## src/rtl/multi7_scan.sv

```systemverilog
// Multiplexed seven-segment scanner: per-frame input snapshot, dead time between slots,
// PWM brightness, per-digit blank/blink/dp, leading-zero suppression and selectable polarity.
module multi7_scan #(
  parameter int unsigned DIGITS         = 4,
  parameter int unsigned DIGIT_CYCLES   = 135_000,
  parameter int unsigned BLANK_CYCLES   = 27,
  parameter int unsigned BRIGHT_BITS    = 4,
  parameter int unsigned BLINK_FRAMES   = 50,
  parameter bit          SEG_ACTIVE_LOW = 1'b0,
  parameter bit          DIG_ACTIVE_LOW = 1'b1
) (
  input  logic                     i_clk,
  input  logic                     i_rst_n,
  input  logic [DIGITS*4-1:0]      i_digits,
  input  logic [DIGITS-1:0]        i_dp,
  input  logic [DIGITS-1:0]        i_blank,
  input  logic [DIGITS-1:0]        i_blink,
  input  logic                     i_lz_en,
  input  logic [BRIGHT_BITS-1:0]   i_brightness,
  output logic [6:0]               o_segments,
  output logic                     o_dp,
  output logic [DIGITS-1:0]        o_displays,
  output logic                     o_frame
);

  localparam int unsigned TICK_W = (DIGIT_CYCLES > 1) ? $clog2(DIGIT_CYCLES) : 1;
  localparam int unsigned SEL_W  = (DIGITS > 1) ? $clog2(DIGITS) : 1;
  localparam int unsigned FR_W   = (BLINK_FRAMES > 1) ? $clog2(BLINK_FRAMES) : 1;
  localparam int unsigned ON_W   = $clog2(DIGIT_CYCLES) + BRIGHT_BITS + 1;

  localparam logic [6:0]        SEG_OFF = {7{SEG_ACTIVE_LOW}};
  localparam logic [DIGITS-1:0] DIG_OFF = {DIGITS{DIG_ACTIVE_LOW}};

  // Hex nibble to active-high segments, bit6=a .. bit0=g.
  function automatic logic [6:0] hex_to_seg(input logic [3:0] n);
    case (n)
      4'h0: hex_to_seg = 7'h7E;
      4'h1: hex_to_seg = 7'h30;
      4'h2: hex_to_seg = 7'h6D;
      4'h3: hex_to_seg = 7'h79;
      4'h4: hex_to_seg = 7'h33;
      4'h5: hex_to_seg = 7'h5B;
      4'h6: hex_to_seg = 7'h5F;
      4'h7: hex_to_seg = 7'h70;
      4'h8: hex_to_seg = 7'h7F;
      4'h9: hex_to_seg = 7'h7B;
      4'hA: hex_to_seg = 7'h77;
      4'hB: hex_to_seg = 7'h1F;
      4'hC: hex_to_seg = 7'h4E;
      4'hD: hex_to_seg = 7'h3D;
      4'hE: hex_to_seg = 7'h4F;
      default: hex_to_seg = 7'h47;
    endcase
  endfunction

  logic [TICK_W-1:0]   tick_q, tick_d;
  logic [SEL_W-1:0]    sel_q, sel_d;
  logic [FR_W-1:0]     fcnt_q, fcnt_d;
  logic                phase_q, phase_d;
  logic [DIGITS*4-1:0] dig_sh_q, dig_sh_d;
  logic [DIGITS-1:0]   dp_sh_q, dp_sh_d;
  logic [DIGITS-1:0]   blank_sh_q, blank_sh_d;
  logic [DIGITS-1:0]   blink_sh_q, blink_sh_d;
  logic                lz_sh_q, lz_sh_d;
  logic [ON_W-1:0]     on_q, on_d;
  logic [6:0]          seg_q, seg_d;
  logic                dpo_q, dpo_d;
  logic [DIGITS-1:0]   disp_q, disp_d;
  logic                frame_q, frame_d;

  logic                tick_end, sel_end, fr_end, snap;
  logic [DIGITS-1:0]   supp, onehot;
  logic                all_zero, cur_dp, cur_dark, in_win, lit;
  logic [3:0]          cur_nib;

  // Scan counters, snapshot capture and blink phase.
  always_comb begin
    tick_d     = tick_q;
    sel_d      = sel_q;
    fcnt_d     = fcnt_q;
    phase_d    = phase_q;
    dig_sh_d   = dig_sh_q;
    dp_sh_d    = dp_sh_q;
    blank_sh_d = blank_sh_q;
    blink_sh_d = blink_sh_q;
    lz_sh_d    = lz_sh_q;
    on_d       = on_q;

    tick_end = (tick_q == TICK_W'(DIGIT_CYCLES - 1));
    sel_end  = (sel_q == SEL_W'(DIGITS - 1));
    fr_end   = (fcnt_q == FR_W'(BLINK_FRAMES - 1));
    snap     = (sel_q == '0) && (tick_q == '0);

    tick_d = tick_end ? '0 : tick_q + TICK_W'(1);
    if (tick_end) begin
      sel_d = sel_end ? '0 : sel_q + SEL_W'(1);
      // Frame count advances on the last clock of a frame so a new phase starts with the next frame.
      if (sel_end) begin
        fcnt_d = fr_end ? '0 : fcnt_q + FR_W'(1);
        if (fr_end) phase_d = ~phase_q;
      end
    end

    if (snap) begin
      dig_sh_d   = i_digits;
      dp_sh_d    = i_dp;
      blank_sh_d = i_blank;
      blink_sh_d = i_blink;
      lz_sh_d    = i_lz_en;
      on_d       = ON_W'((ON_W'(DIGIT_CYCLES - BLANK_CYCLES)
                          * (ON_W'(i_brightness) + ON_W'(1))) >> BRIGHT_BITS);
    end
  end

  // Suppression, current-digit select and registered pin values.
  always_comb begin
    supp     = '0;
    onehot   = '0;
    all_zero = 1'b1;
    cur_nib  = 4'h0;
    cur_dp   = 1'b0;
    cur_dark = 1'b1;

    for (int k = int'(DIGITS) - 1; k >= 0; k--) begin
      if (dig_sh_q[4*k +: 4] != 4'h0) all_zero = 1'b0;
      supp[k] = lz_sh_q && (k != 0) && all_zero;
    end

    for (int k = 0; k < int'(DIGITS); k++) begin
      if (sel_q == SEL_W'(k)) begin
        cur_nib   = dig_sh_q[4*k +: 4];
        cur_dp    = dp_sh_q[k];
        cur_dark  = blank_sh_q[k] | (blink_sh_q[k] & phase_q) | supp[k];
        onehot[k] = 1'b1;
      end
    end

    in_win = (ON_W'(tick_q) >= ON_W'(BLANK_CYCLES))
          && (ON_W'(tick_q) < ON_W'(BLANK_CYCLES) + on_q);
    lit    = in_win && !cur_dark;

    seg_d   = (lit ? hex_to_seg(cur_nib) : 7'h00) ^ SEG_OFF;
    dpo_d   = (lit & cur_dp) ^ SEG_ACTIVE_LOW;
    disp_d  = (lit ? onehot : '0) ^ DIG_OFF;
    frame_d = snap;
  end

  always_ff @(posedge i_clk or negedge i_rst_n) begin
    if (!i_rst_n) begin
      tick_q     <= '0;
      sel_q      <= '0;
      fcnt_q     <= '0;
      phase_q    <= 1'b0;
      dig_sh_q   <= '0;
      dp_sh_q    <= '0;
      blank_sh_q <= '0;
      blink_sh_q <= '0;
      lz_sh_q    <= 1'b0;
      on_q       <= '0;
      seg_q      <= SEG_OFF;
      dpo_q      <= SEG_ACTIVE_LOW;
      disp_q     <= DIG_OFF;
      frame_q    <= 1'b0;
    end else begin
      tick_q     <= tick_d;
      sel_q      <= sel_d;
      fcnt_q     <= fcnt_d;
      phase_q    <= phase_d;
      dig_sh_q   <= dig_sh_d;
      dp_sh_q    <= dp_sh_d;
      blank_sh_q <= blank_sh_d;
      blink_sh_q <= blink_sh_d;
      lz_sh_q    <= lz_sh_d;
      on_q       <= on_d;
      seg_q      <= seg_d;
      dpo_q      <= dpo_d;
      disp_q     <= disp_d;
      frame_q    <= frame_d;
    end
  end

  assign o_segments = seg_q;
  assign o_dp       = dpo_q;
  assign o_displays = disp_q;
  assign o_frame    = frame_q;

endmodule

```

## config.mk

```make
export PLATFORM = sky130hd
export DESIGN_NAME = multi7_scan
export DESIGN_NICKNAME = d
export VERILOG_FILES = /design/src/rtl/multi7_scan.sv
export SDC_FILE = /design/constraint.sdc
export NUM_CORES = 1
export LEC_CHECK = 0
export CAP_MARGIN = 5
export CORE_UTILIZATION = 54
export DETAILED_ROUTE_END_ITERATION = 16
export GPL_TIMING_DRIVEN = 1
export HOLD_SLACK_MARGIN = 0.15
export PLACE_DENSITY = 0.75
export SYNTH_ARGS = -nofsm -noshare
export SYNTH_HDL_FRONTEND = slang
export SYNTH_SLANG_ARGS = --single-unit
export TNS_END_PERCENT = 20
```

## constraint.sdc

```tcl
create_clock -name i_clk -period 2.63 [get_ports i_clk]
set_input_delay 0.3945 -clock i_clk [delete_from_list [all_inputs] [get_ports i_clk]]
set_output_delay 0.3945 -clock i_clk [all_outputs]
set_load 0.05 [all_outputs]
```

; ---- Word level (Yosys, flattened, before mapping)
; Memories as Yosys holds them, arrays and structs flattened.
; Index checks and enable logic that the tools add are counted.
[word_totals]
memories = 1
wordCells = 80
input_bits = 35
regBits = 88
mem_bits_ro = 112
[classes]
bitwise = 14
n_eq_ne = 5
mux = 24
n_addsub = 5
order_cmp = 2
n_mul = 1
n_reduce_logical = 14
[mem_list]
columns = name, depth, width, read_ports, rd_clocked_by_memory_dff, wr, line_no
row1 = (no name shown), 16, 7, 1, 0, 0, 36  ; case (n)
[op_table]
columns = cell, count
row1 = "multiplier 18 x 5 -> 23 bit, first input constant", 1
row2 = "adder 5 x 19 -> 20 bit, first input constant", 1
row3 = less-than comparator 18 x 20 -> 1 bit, 1
row4 = 2-to-1 mux 4 bit, 5
row5 = "adder 18 x 1 -> 18 bit, second input constant", 1
row6 = "equality test 18 bit, second input constant", 1
row7 = "greater-or-equal comparator 18 x 5 -> 1 bit, second input constant", 1
row8 = logical NOT 18 bit, 1
row9 = 2-to-1 mux 18 bit, 1
row10 = 2-to-1 mux 1 bit, 15
row11 = nonzero test 4 bit, 3
row12 = 2-to-1 mux 7 bit, 1
row13 = OR 1 bit, 7
row14 = "adder 6 x 1 -> 6 bit, second input constant", 1
row15 = "equality test 6 bit, second input constant", 1
row16 = logical AND 1 bit, 6
row17 = 2-to-1 mux 6 bit, 1
row18 = "adder 4 x 1 -> 5 bit, second input constant", 1
row19 = AND 1 bit, 5
row20 = "equality test 2 bit, second input constant", 2
row21 = inverter 4 bit, 1
row22 = AND reduction 3 bit, 1
row23 = "adder 2 x 1 -> 2 bit, second input constant", 1
row24 = "equality test 2 x 1 -> 1 bit, second input constant", 1
row25 = other kinds (5), 5

; ---- Depth between registers and ports, before layout
; Gate-level depths: netlist of run 1.
[logic_depth]
depth_word = 13
ltp_mapped = 17
mapped_depth_nobuf = 16

; ---- Worst setup path before layout of run 1
; No wires, ideal clock.
[synth_path]
path_kind = input-to-reg
start = input port i_brightness[0]
end = register on_q[17]
slack_ns = -1.464
n_path_buf = 1
arrival_time_ns = 4.012
path_stages = 15
path_cell_list = ha_1 -> xor2_1 -> inv_2 -> fa_1 -> inv_1 -> fa_1 -> ha_1 -> ha_1 -> clkbuf_1 -> o21a_1 -> o21ai_0 -> and2_1 -> o31ai_1 -> nand4_1 -> a31oi_1
[synth_via]
elab_chain_len = 2
[synth_lines]
columns = item, line_no
row1 = from (decl), 19  ; input logic [BRIGHT_BITS-1:0] i_brightness,
row2 = adder 4 x 1 -> 5 bit, 111  ; * (ON_W'(i_brightness) + ON_W'(1))) >> BRIGHT_BITS);
row3 = multiplier 18 x 5 -> 23 bit, 111
row4 = to (signal assigned), 174  ; on_q <= on_d;
row5 = to (decl), 65  ; logic [ON_W-1:0] on_q, on_d;
; Every way passes these cells.
; A chain may end at the register's enable or synchronous reset.

; ---- Worst setup path after layout of run 1
[layout_path]
start = input port i_brightness[1]
end = register on_q[12]
; Same word-level chain as after synthesis.

==> results of run 1 <==
-- worst max-delay path by stage --
stage	slack, ps	to	from
final	-830	on_q[12]	i_brightness[1]
after global routing	-970	on_q[12]	i_brightness[1]
after CTS	-770	on_q[13]	i_brightness[0]
after detailed placement	-1790	on_q[17]	i_brightness[0]
after global placement	-1660	on_q[12]	i_brightness[0]
after floorplan	-1030	on_q[12]	i_brightness[0]
-- Yosys cell counts, types with 3 or more instances --
cell type	count
xor2_1	25
dfstp_2	4
nand3b_1	5
nor3b_1	5
xnor2_1	25
nor2b_1	8
nor2_1	46
a21oi_1	24
clkbuf_1	14
ha_1	60
fa_1	10
or4_1	3
o211ai_1	3
mux2i_1	3
nor4_1	6
and2_1	8
a221oi_1	3
nor3_1	3
dfrtp_1	84
o31ai_1	4
nand3_1	26
and3_1	12
a21o_1	5
or2_2	5
o21ai_0	33
nand4_1	12
a31oi_1	7
a211oi_1	13
nand2b_1	8
buf_2	4
nand2_1	151
buf_4	3
inv_1	44
-- cell families after synthesis --
kind of cell | synth area share [%]
compound gates | 12.44
xor+xnor | 7.230
fa+ha+maj | 15.70
buf+inv | 4.359
flops | 36.44
mux | 0.6817
simple gates | 23.16
-- registers in the layout (all words and copies together), names as in the netlist --
| register | count |
|---|---|
| on_q | 19 |
| tick_q | 18 |
| dig_sh_q | 16 |
| o_segments | 7 |
| fcnt_q | 6 |
| blank_sh_q | 4 |
| blink_sh_q | 4 |
| dp_sh_q | 4 |
| o_displays | 4 |
| sel_q | 2 |
| lz_sh_q | 1 |
| o_dp | 1 |
| o_frame | 1 |
| phase_q | 1 |
-- stage by stage --
stage               instance area (um^2)  std cells  worst slack, ps
finish                              8320       1013           -831.6
global route                        8320       1013           -968.9
CTS                                 8109       1005           -771.6
detailed placement                  7571        979            -1794
global placement                    7571        979            -1661
floorplan                           6148        697            -1034
-- cell type report --
| type | instances | share of cell area (%) |
|---|---|---|
| Clock inverter | 5 | 0.4662 |
| Clock buffer | 11 | 1.699 |
| Sequential cell | 88 | 26.53 |
| Inverter | 45 | 2.030 |
| Multi-Input combinational cell | 543 | 48.96 |
| Timing Repair Buffer | 181 | 18.21 |
| Tap cell | 140 | 2.105 |
-- layer usage --
layer,vias up,track usage [%],part of all wire [%]
met1,2782,36.91,43
met3,40,5.206,4.1
met2,156,49.08,50
met4,0,10.57,2.6
li1,2720,-,-
met5,-,0,0
-- power by group through the flow --
stage	clock network [mW]	logic (mW)	registers (mW)
2_1_floorplan	0	1.37	1.65
3_3_place_gp	0	2.46	1.58
3_5_place_dp	0	2.55	1.59
4_1_cts	0.901	2.95	1.57
5_1_grt	0.969	3.49	1.59
6_report	0.894	3.21	1.57
-- timing repair --
action                     in CTS  in global routing
resized for setup              78                 42
setup buffers                   9                  8
setup endpoints to repair      31                 58
hold buffers                    1                  0
pin swaps                      32                 32
hold endpoints to repair       30                  0
==> results.json, run 1 <==
{
  "die-area_mm2": 0.01164,
  "viasPerCell": 5.625,
  "place.gp.congestion": 0.9262,
  "clock_latency_ps": 390,
  "crit_top_cell": "buf_4",
  "p_seq_share_pct": 27.7,
  "maxCapViolations": 0,
  "drt_first_pass_iters": 5,
  "ys_async_sr_fraction_pct": 100.0,
  "timing.rr.start": "on_q[0]",
  "switchingPower_mw": 2.160,
  "fmax_ghz": 0.2889,
  "tns_ps": -13390,
  "groute.usage.overall_pct": 28.94,
  "finalClockSkew_ps": 15.45,
  "antenna_found_initial": 0,
  "setup_viol": 29,
  "chipHeight_um": 107.9,
  "ys_ff_latch": 88,
  "power.density_mw_per_mm2": 681.9,
  "clock_tree.root_cell": "clkbuf_8",
  "finalCritPeriodShare_pct": 131.6,
  "whs_path_depth": 1,
  "hold_ws_ps": 484.9,
  "critPathLaunchType": "input pin",
  "syn_to_final_growth_pct": 37.37,
  "synth_edf_count": 0,
  "detail_route.wl_per_cell_um": 16.41,
  "first_global_vias": 5472,
  "finalMaxSlewViolations": 0,
  "worst-setup-path-type": "in -> reg",
  "maxSlewHeadroom_pct": 63.49,
  "final_cell_mix": "nand2_1 (148), buf_4 (126), dfrtp_1 (84)",
  "nets": 973,
  "yosys.area.top_type": "dfrtp_1",
  "synthCells": 697,
  "cts_tree": "built",
  "cp.arrival_ps": 3720,
  "final_common_cell": "nand2_1",
  "tightest_slew_ps": 542.7,
  "cts_buffers": 9,
  "drtAntennaViolNets": 0,
  "core_mm2": 0.01089,
  "synth_cell_types": 56,
  "violations": "setup timing",
  "vdd_drop_max_v": 0.0005324,
  "grt_pass1_wl_um": 25950,
  "worstPathRequired_ps": 2890,
  "hold_violations": 0,
  "avgSynthCellArea_um2": 8.690,
  "drtIter0Drc": 268,
  "power.internal_mw": 3.514,
  "worstPathMaxFanout": 7,
  "slowest_stage": "fa_1",
  "via_count": 5698,
  "synthFlopType": "dfrtp_1",
  "hold_class": "reg -> reg",
  "p_leak_nw": 3.935,
  "yosysSeqAreaShare_pct": 36.44,
  "period_needed_ps": 3462,
  "diodes": 0,
  "clk_path_buf_depth": 2,
  "drc": 0,
  "end_kind": "flop",
  "htree_num_levels": 3,
  "r2r_end": "o_segments[4]",
  "yosys-top-cells-area": "dfrtp_1 (35%), ha_1 (12%), nand2_1 (9.4%), xnor2_1 (3.6%), xor2_1 (3.6%)",
  "total_power_mw": 5.674,
  "fillers": 744,
  "min_from": "fcnt_q[5]",
  "crit_path_max_incr_delay_ps": 480,
  "worst_slack_ps": -831.6,
  "syn_nets": 802,
  "dp_hpwl_um": 11840,
  "cpLargestDelayFamily": "adder cells",
  "reg2reg_depth": 13,
  "min_to": "fcnt_q[5]",
  "grt_setup_unrepaired": "yes",
  "grt_max_degree": 39,
  "regToRegSetupSlack_ps": -220,
  "path_clk_slew_ps": 80,
  "die_x_um": 107.9,
  "grt_remaining_overflow": 0,
  "pin_count": 48,
  "drive_gt1_share_pct": 27.95,
  "synth_top_area_share_pct": 34.70,
  "p_sw_share_pct": 38.06,
  "crit_buf_inv": 4,
  "portBuffers": 47,
  "synth-warning-count": 0,
  "clkSinkCount": 88,
  "clock_power_share_pct": 15.8,
  "initial_core_util_pct": 55.63,
  "syn_area_mm2": 0.006057,
  "fp-row-count": 38,
  "multi_input_area_mm2": 0.004074,
  "regArea_mm2": 0.002207,
  "p_comb_share_pct": 56.5,
  "outcome": "finished, violations left",
  "fin_util_pct": 76.42,
  "path_cells": "buf_8 -> buf_4 -> buf_4 -> ha_2 -> inv_2 -> ha_1 -> or2_2 -> fa_1 -> ha_4 -> nand4_1 -> nor4_4 -> a21oi_2 -> a221oi_2 -> xnor2_1 -> o21ai_1",
  "postRouteWirelength_um": 16630,
  "cp.depth": 15
}
(Power assumes the default switching activity.)
==> run 2, diff against run 1 <==
--- a/config.mk
+++ b/config.mk
@@ -7,6 +7,7 @@
 export LEC_CHECK = 0
 export CAP_MARGIN = 5
 export CORE_UTILIZATION = 54
+export CTS_BUF_LIST = sky130_fd_sc_hd__clkbuf_16
 export DETAILED_ROUTE_END_ITERATION = 16
 export GPL_TIMING_DRIVEN = 1
 export HOLD_SLACK_MARGIN = 0.15
==> run 2 against run 1 <==
The flow still finishes with violations (setup timing). Critical path type unchanged. Clock power increased by 34%. Critical endpoint unchanged. Largest cell class unchanged. Global-route usage up 0.90 points. Fmax shrank 3.9%.
==> results.json, run 2 (synthesized netlist as in run 1, its figures left out) <==
{
  "drtIter0Drc": 342,
  "placed_area_mm2": 0.007571,
  "drtAntennaViolNets": 0,
  "worst_slack_ps": -971.6,
  "worst-setup-path-type": "in -> reg",
  "outcome": "finished, violations left",
  "grt_setup_unrepaired": "yes",
  "p_leak_nw": 3.988,
  "cp-startpoint": "i_brightness[0]",
  "slowest_stage": "fa_2",
  "postRouteWirelength_um": 17960,
  "drc": 0,
  "die-area_mm2": 0.01164,
  "setup_viol": 29,
  "hold_class": "reg -> reg",
  "initial_core_util_pct": 55.63,
  "period_needed_ps": 3602,
  "crit_path_max_incr_delay_ps": 580,
  "final_cell_mix": "nand2_1 (147), buf_4 (124), dfrtp_1 (84)",
  "maxSlewHeadroom_pct": 60.67,
  "detail_route.wl_per_cell_um": 17.75,
  "cts_tree": "built",
  "place.gp.congestion": 0.9262,
  "grt_remaining_overflow": 0,
  "fmax_ghz": 0.2777,
  "cpLargestDelayFamily": "adder cells",
  "die_x_um": 107.9,
  "crit_buf_inv": 3,
  "first_global_vias": 5642,
  "violations": "setup timing",
  "finalClockSkew_ps": 5.633,
  "critPathLaunchType": "input pin",
  "nets": 972,
  "clk_path_buf_depth": 2,
  "min_from": "blink_sh_q[3]",
  "chipHeight_um": 107.9,
  "finalCritPeriodShare_pct": 136.9,
  "hold_ws_ps": 478.2,
  "path_clk_slew_ps": 60,
  "end_kind": "flop",
  "timing.rr.start": "on_q[1]",
  "diodes": 0,
  "groute.usage.overall_pct": 29.84,
  "cts_buffers": 9,
  "hold_violations": 0,
  "top_register": "on_q",
  "worstPathMaxFanout": 4,
  "fp-row-count": 38,
  "antenna_found_initial": 0,
  "drive_gt1_share_pct": 28.10,
  "worstPathRequired_ps": 2860,
  "crit_top_cell": "ha_4",
  "largest_register_ffs": 19,
  "via_count": 5834,
  "viasPerCell": 5.765,
  "fin_util_pct": 77.98,
  "tightest_slew_ps": 584.6,
  "finalMaxSlewViolations": 0,
  "syn_to_final_growth_pct": 40.18,
  "fin_area_mm2": 0.008491,
  "final_common_cell": "nand2_1",
  "core_mm2": 0.01089,
  "power.density_mw_per_mm2": 721.8,
  "grt_max_degree": 39,
  "pin_count": 48,
  "path_cells": "buf_8 -> ha_4 -> xor2_4 -> inv_2 -> fa_1 -> inv_2 -> fa_2 -> ha_4 -> ha_4 -> nand4_1 -> nor4_4 -> a21oi_2 -> a221oi_2 -> xnor2_1 -> o21ai_1",
  "clock_tree.root_cell": "clkbuf_16",
  "cp.arrival_ps": 3830,
  "grt_pass1_wl_um": 26830,
  "vdd_drop_max_v": 0.0006476,
  "drt_first_pass_iters": 7,
  "largestRegisters": "on_q x19, tick_q x18, dig_sh_q x16",
  "clkSinkCount": 88,
  "maxCapViolations": 0,
  "portBuffers": 47,
  "htree_num_levels": 3,
  "clock_latency_ps": 350,
  "dp_hpwl_um": 11840
}
-- run 2: path summary, 6_finish.rpt --
check	end	slack, ps	cells past startpoint
hold reg to reg	blink_sh_q[3]	480	2
max in group asynchronous	o_displays[3]	1420	3
hold / removal	blink_sh_q[3]	480	2
setup reg to reg	o_dp	-230	15
setup / recovery	on_q[12]	-970	15
min in group asynchronous	tick_q[8]	530	2
-- run 2: metal layers --
| metal | GRT usage (%) | wire [um] |
|---|---|---|
| met1 | 37.75 | 7318 |
| met3 | 4.661 | 808 |
| met5 | 0 | 0 |
| met2 | 50.55 | 9151 |
| met4 | 12.92 | 680 |
-- run 2: tightest hold or removal path, stage by stage (launching register included) --
cell	delay, ps
dfrtp_1	340
nand2_1	50
nand2_1	50
-- run 2: final cells by class --
type,count,area [um^2]
Multi-Input combinational cell,543,4150
Fill cell,712,2397
Sequential cell,88,2207
Timing Repair Buffer,180,1518
Clock buffer,9,225.2
Tap cell,140,175.2
Inverter,45,168.9
Clock inverter,7,46.29
-- run 2: power breakdown --
group | internal [mW] | switching (mW) | leakage [nW]
Combinational | 1.70 | 1.65 | 2.77
Clock | 0.640 | 0.558 | 0.135
Sequential | 1.49 | 0.0911 | 1.08
Total | 3.83 | 2.30 | 3.99
-- run 2: metrics by stage --
step	setup TNS [ps]	instances	power [mW]	setup WS, ps
after global placement	-28970	979	4.041	-1661
after detailed placement	-31840	979	4.140	-1794
after floorplan	-14040	697	3.020	-1034
final	-13990	1012	6.129	-971.6
after global routing	-16970	1012	6.478	-1065
after CTS	-11610	1007	5.741	-808.5
-- run 2: timing repair --
action | 4_1_cts | 5_1_grt
endpoints found under the setup margin | 41 | 59
gates cloned | 0 | 0
hold endpoints to repair | 30 | 0
hold buffers | 1 | 0
gates resized for setup | 84 | 45
buffers inserted | 12 | 5
pin swaps | 44 | 38
==> run 3, diff against run 2 <==
--- a/config.mk
+++ b/config.mk
@@ -11,7 +11,7 @@
 export DETAILED_ROUTE_END_ITERATION = 16
 export GPL_TIMING_DRIVEN = 1
 export HOLD_SLACK_MARGIN = 0.15
-export PLACE_DENSITY = 0.75
+export PLACE_DENSITY_LB_ADDON = 0.1
 export SYNTH_ARGS = -nofsm -noshare
 export SYNTH_HDL_FRONTEND = slang
 export SYNTH_SLANG_ARGS = --single-unit
==> run 3 against run 2 <==
The flow still finishes with violations (setup timing). Combinational power barely moved. Worst hold slack got worse by 2.3 ps. Fmax rose by 5.0%. Critical path depth rose by 1. Critical path type unchanged. Highest routed layer unchanged.
==> results.json, run 3 (synthesized netlist as in run 1, its figures left out) <==
{
  "chipHeight_um": 107.9,
  "timing.rr.start": "on_q[1]",
  "maxCapViolations": 0,
  "violations": "setup timing",
  "cp-startpoint": "i_brightness[0]",
  "clk_path_buf_depth": 2,
  "final_cell_mix": "nand2_1 (150), buf_4 (119), dfrtp_1 (84)",
  "power.density_mw_per_mm2": 746.9,
  "fmax_ghz": 0.2915,
  "pin_count": 48,
  "finalClockSkew_ps": 10.79,
  "viasPerCell": 5.618,
  "drtIter0Drc": 424,
  "p_leak_nw": 3.958,
  "diodes": 0,
  "groute.usage.overall_pct": 29.41,
  "htree_num_levels": 3,
  "largest_register_ffs": 19,
  "period_needed_ps": 3430,
  "grt_remaining_overflow": 0,
  "crit_top_cell": "ha_4",
  "path_clk_slew_ps": 60,
  "met1_length_um": 7431,
  "clkSinkCount": 88,
  "pre_cts_ws_ps": -1783,
  "worst_slack_ps": -800.3,
  "die-area_mm2": 0.01164,
  "first_global_vias": 5438,
  "path_cells": "buf_8 -> ha_4 -> xor2_4 -> inv_2 -> fa_1 -> inv_2 -> fa_2 -> ha_4 -> ha_4 -> buf_6 -> a21oi_4 -> nand3_2 -> a211oi_4 -> o31ai_4 -> a21o_1 -> a31oi_1",
  "worstSetupEndpoint": "on_q[13]",
  "cts_buffers": 9,
  "portBuffers": 47,
  "clock_tree.root_cell": "clkbuf_16",
  "slowest_stage": "fa_2",
  "antenna_found_initial": 0,
  "end_kind": "flop",
  "fin_util_pct": 77.99,
  "drc": 0,
  "critPathLaunchType": "input pin",
  "vdd_drop_max_v": 0.0006443,
  "regToRegSetupSlack_ps": -110,
  "hold_violations": 0,
  "place.gp.congestion": 0.9041,
  "grt_setup_unrepaired": "yes",
  "setup_viol": 26,
  "cts_tree": "built",
  "detail_route.wl_per_cell_um": 16.88,
  "via_count": 5646,
  "nets": 965,
  "maxSlewHeadroom_pct": 64.17,
  "met3WireLength_um": 696,
  "outcome": "finished, violations left",
  "grt_max_degree": 42,
  "reg2reg_depth": 14,
  "dp_hpwl_um": 11830,
  "crit_path_max_incr_delay_ps": 580,
  "syn_to_final_growth_pct": 40.20,
  "drtAntennaViolNets": 0,
  "clock_latency_ps": 350,
  "fp-row-count": 38,
  "top_layer": "met4",
  "tightest_slew_ps": 537.5,
  "r2r_end": "o_segments[6]",
  "top_register": "on_q",
  "worstPathMaxFanout": 5,
  "finalMaxSlewViolations": 0,
  "hold_class": "reg -> reg",
  "worstPathRequired_ps": 2900,
  "die_x_um": 107.9,
  "cp.arrival_ps": 3700,
  "core_mm2": 0.01089,
  "drive_gt1_share_pct": 28.32,
  "initial_core_util_pct": 55.63,
  "route.met2.wl_um": 8396,
  "final_common_cell": "nand2_1",
  "finalCritPeriodShare_pct": 130.4,
  "drt_first_pass_iters": 5,
  "largestRegisters": "on_q x19, tick_q x18, dig_sh_q x16",
  "worst-setup-path-type": "in -> reg",
  "grt_pass1_wl_um": 26300,
  "postRouteWirelength_um": 16970
}
run 3: changes by cell type in the layout (fill, tap and decap cells not counted), moves of 3 or more:
cell     before  now
nand2_1     147  150
buf_6         9    6
buf_4       124  119
ha_2          1    4
nand3_2       4    7
ha_1         45   41
run 3: worst min path at each step:
stage,startpoint,end,slack [ps],cells past startpoint
6_report,blink_sh_q[0],blink_sh_q[0],480,2
5_1_grt,dig_sh_q[1],dig_sh_q[1],500,2
4_1_cts,blink_sh_q[0],blink_sh_q[0],480,2
3_5_place_dp,i_rst_n,tick_q[13],340,1
3_3_place_gp,i_rst_n,tick_q[13],330,1
2_1_floorplan,i_rst_n,blank_sh_q[0],100,0
run 3: through the flow:
step	instance area (um^2)	hold slack, ps	std cells	setup TNS (ps)	power (mW)
4_1_cts	8212	478.4	1002	-10870	5.881
5_1_grt	8492	499.2	1005	-13530	6.694
6_report	8492	476.0	1005	-10470	6.342
2_1_floorplan	6148	98.91	697	-14040	3.020
3_3_place_gp	7556	332.3	977	-28840	4.054
3_5_place_dp	7556	341.1	977	-31560	4.121
run 3: critical path: cells and delay by family:
kind | cells | cell delay (ps)
xor+xnor | 1 | 200
buf+inv | 4 | 360
compound gates | 5 | 920
fa+ha+maj | 5 | 1720
simple gates | 1 | 110
run 3: cell type report:
class,count,area (um^2)
tap,140,175.2
sequential,88,2207
clock inverter,7,95.09
inverter,45,168.9
clock buffer,9,225.2
multi-input combinational,543,4169
fill,707,2396
timing repair buffer,173,1451
run 3: metal layers:
layer | vias up | track usage (%)
li1 | 2703 | -
met1 | 2724 | 39.10
met2 | 175 | 48.31
met3 | 44 | 5.448
met4 | 0 | 9.785
met5 | - | 0
run 3: report_power, final:
part / leakage [nW] / switching [mW] / internal [mW]
Sequential: 1.08 / 0.0891 / 1.49
Combinational: 2.71 / 1.68 / 1.70
Clock: 0.162 / 0.552 / 0.836
Total: 3.96 / 2.32 / 4.02
run 3: repair_timing:
| item | 4_1_cts | 5_1_grt |
|---|---|---|
| endpoints found under the setup margin | 30 | 59 |
| setup buffers | 8 | 4 |
| resized for setup | 66 | 62 |
| hold endpoints to repair | 26 | 0 |
| hold buffers | 1 | 0 |
| pin swaps | 33 | 37 |
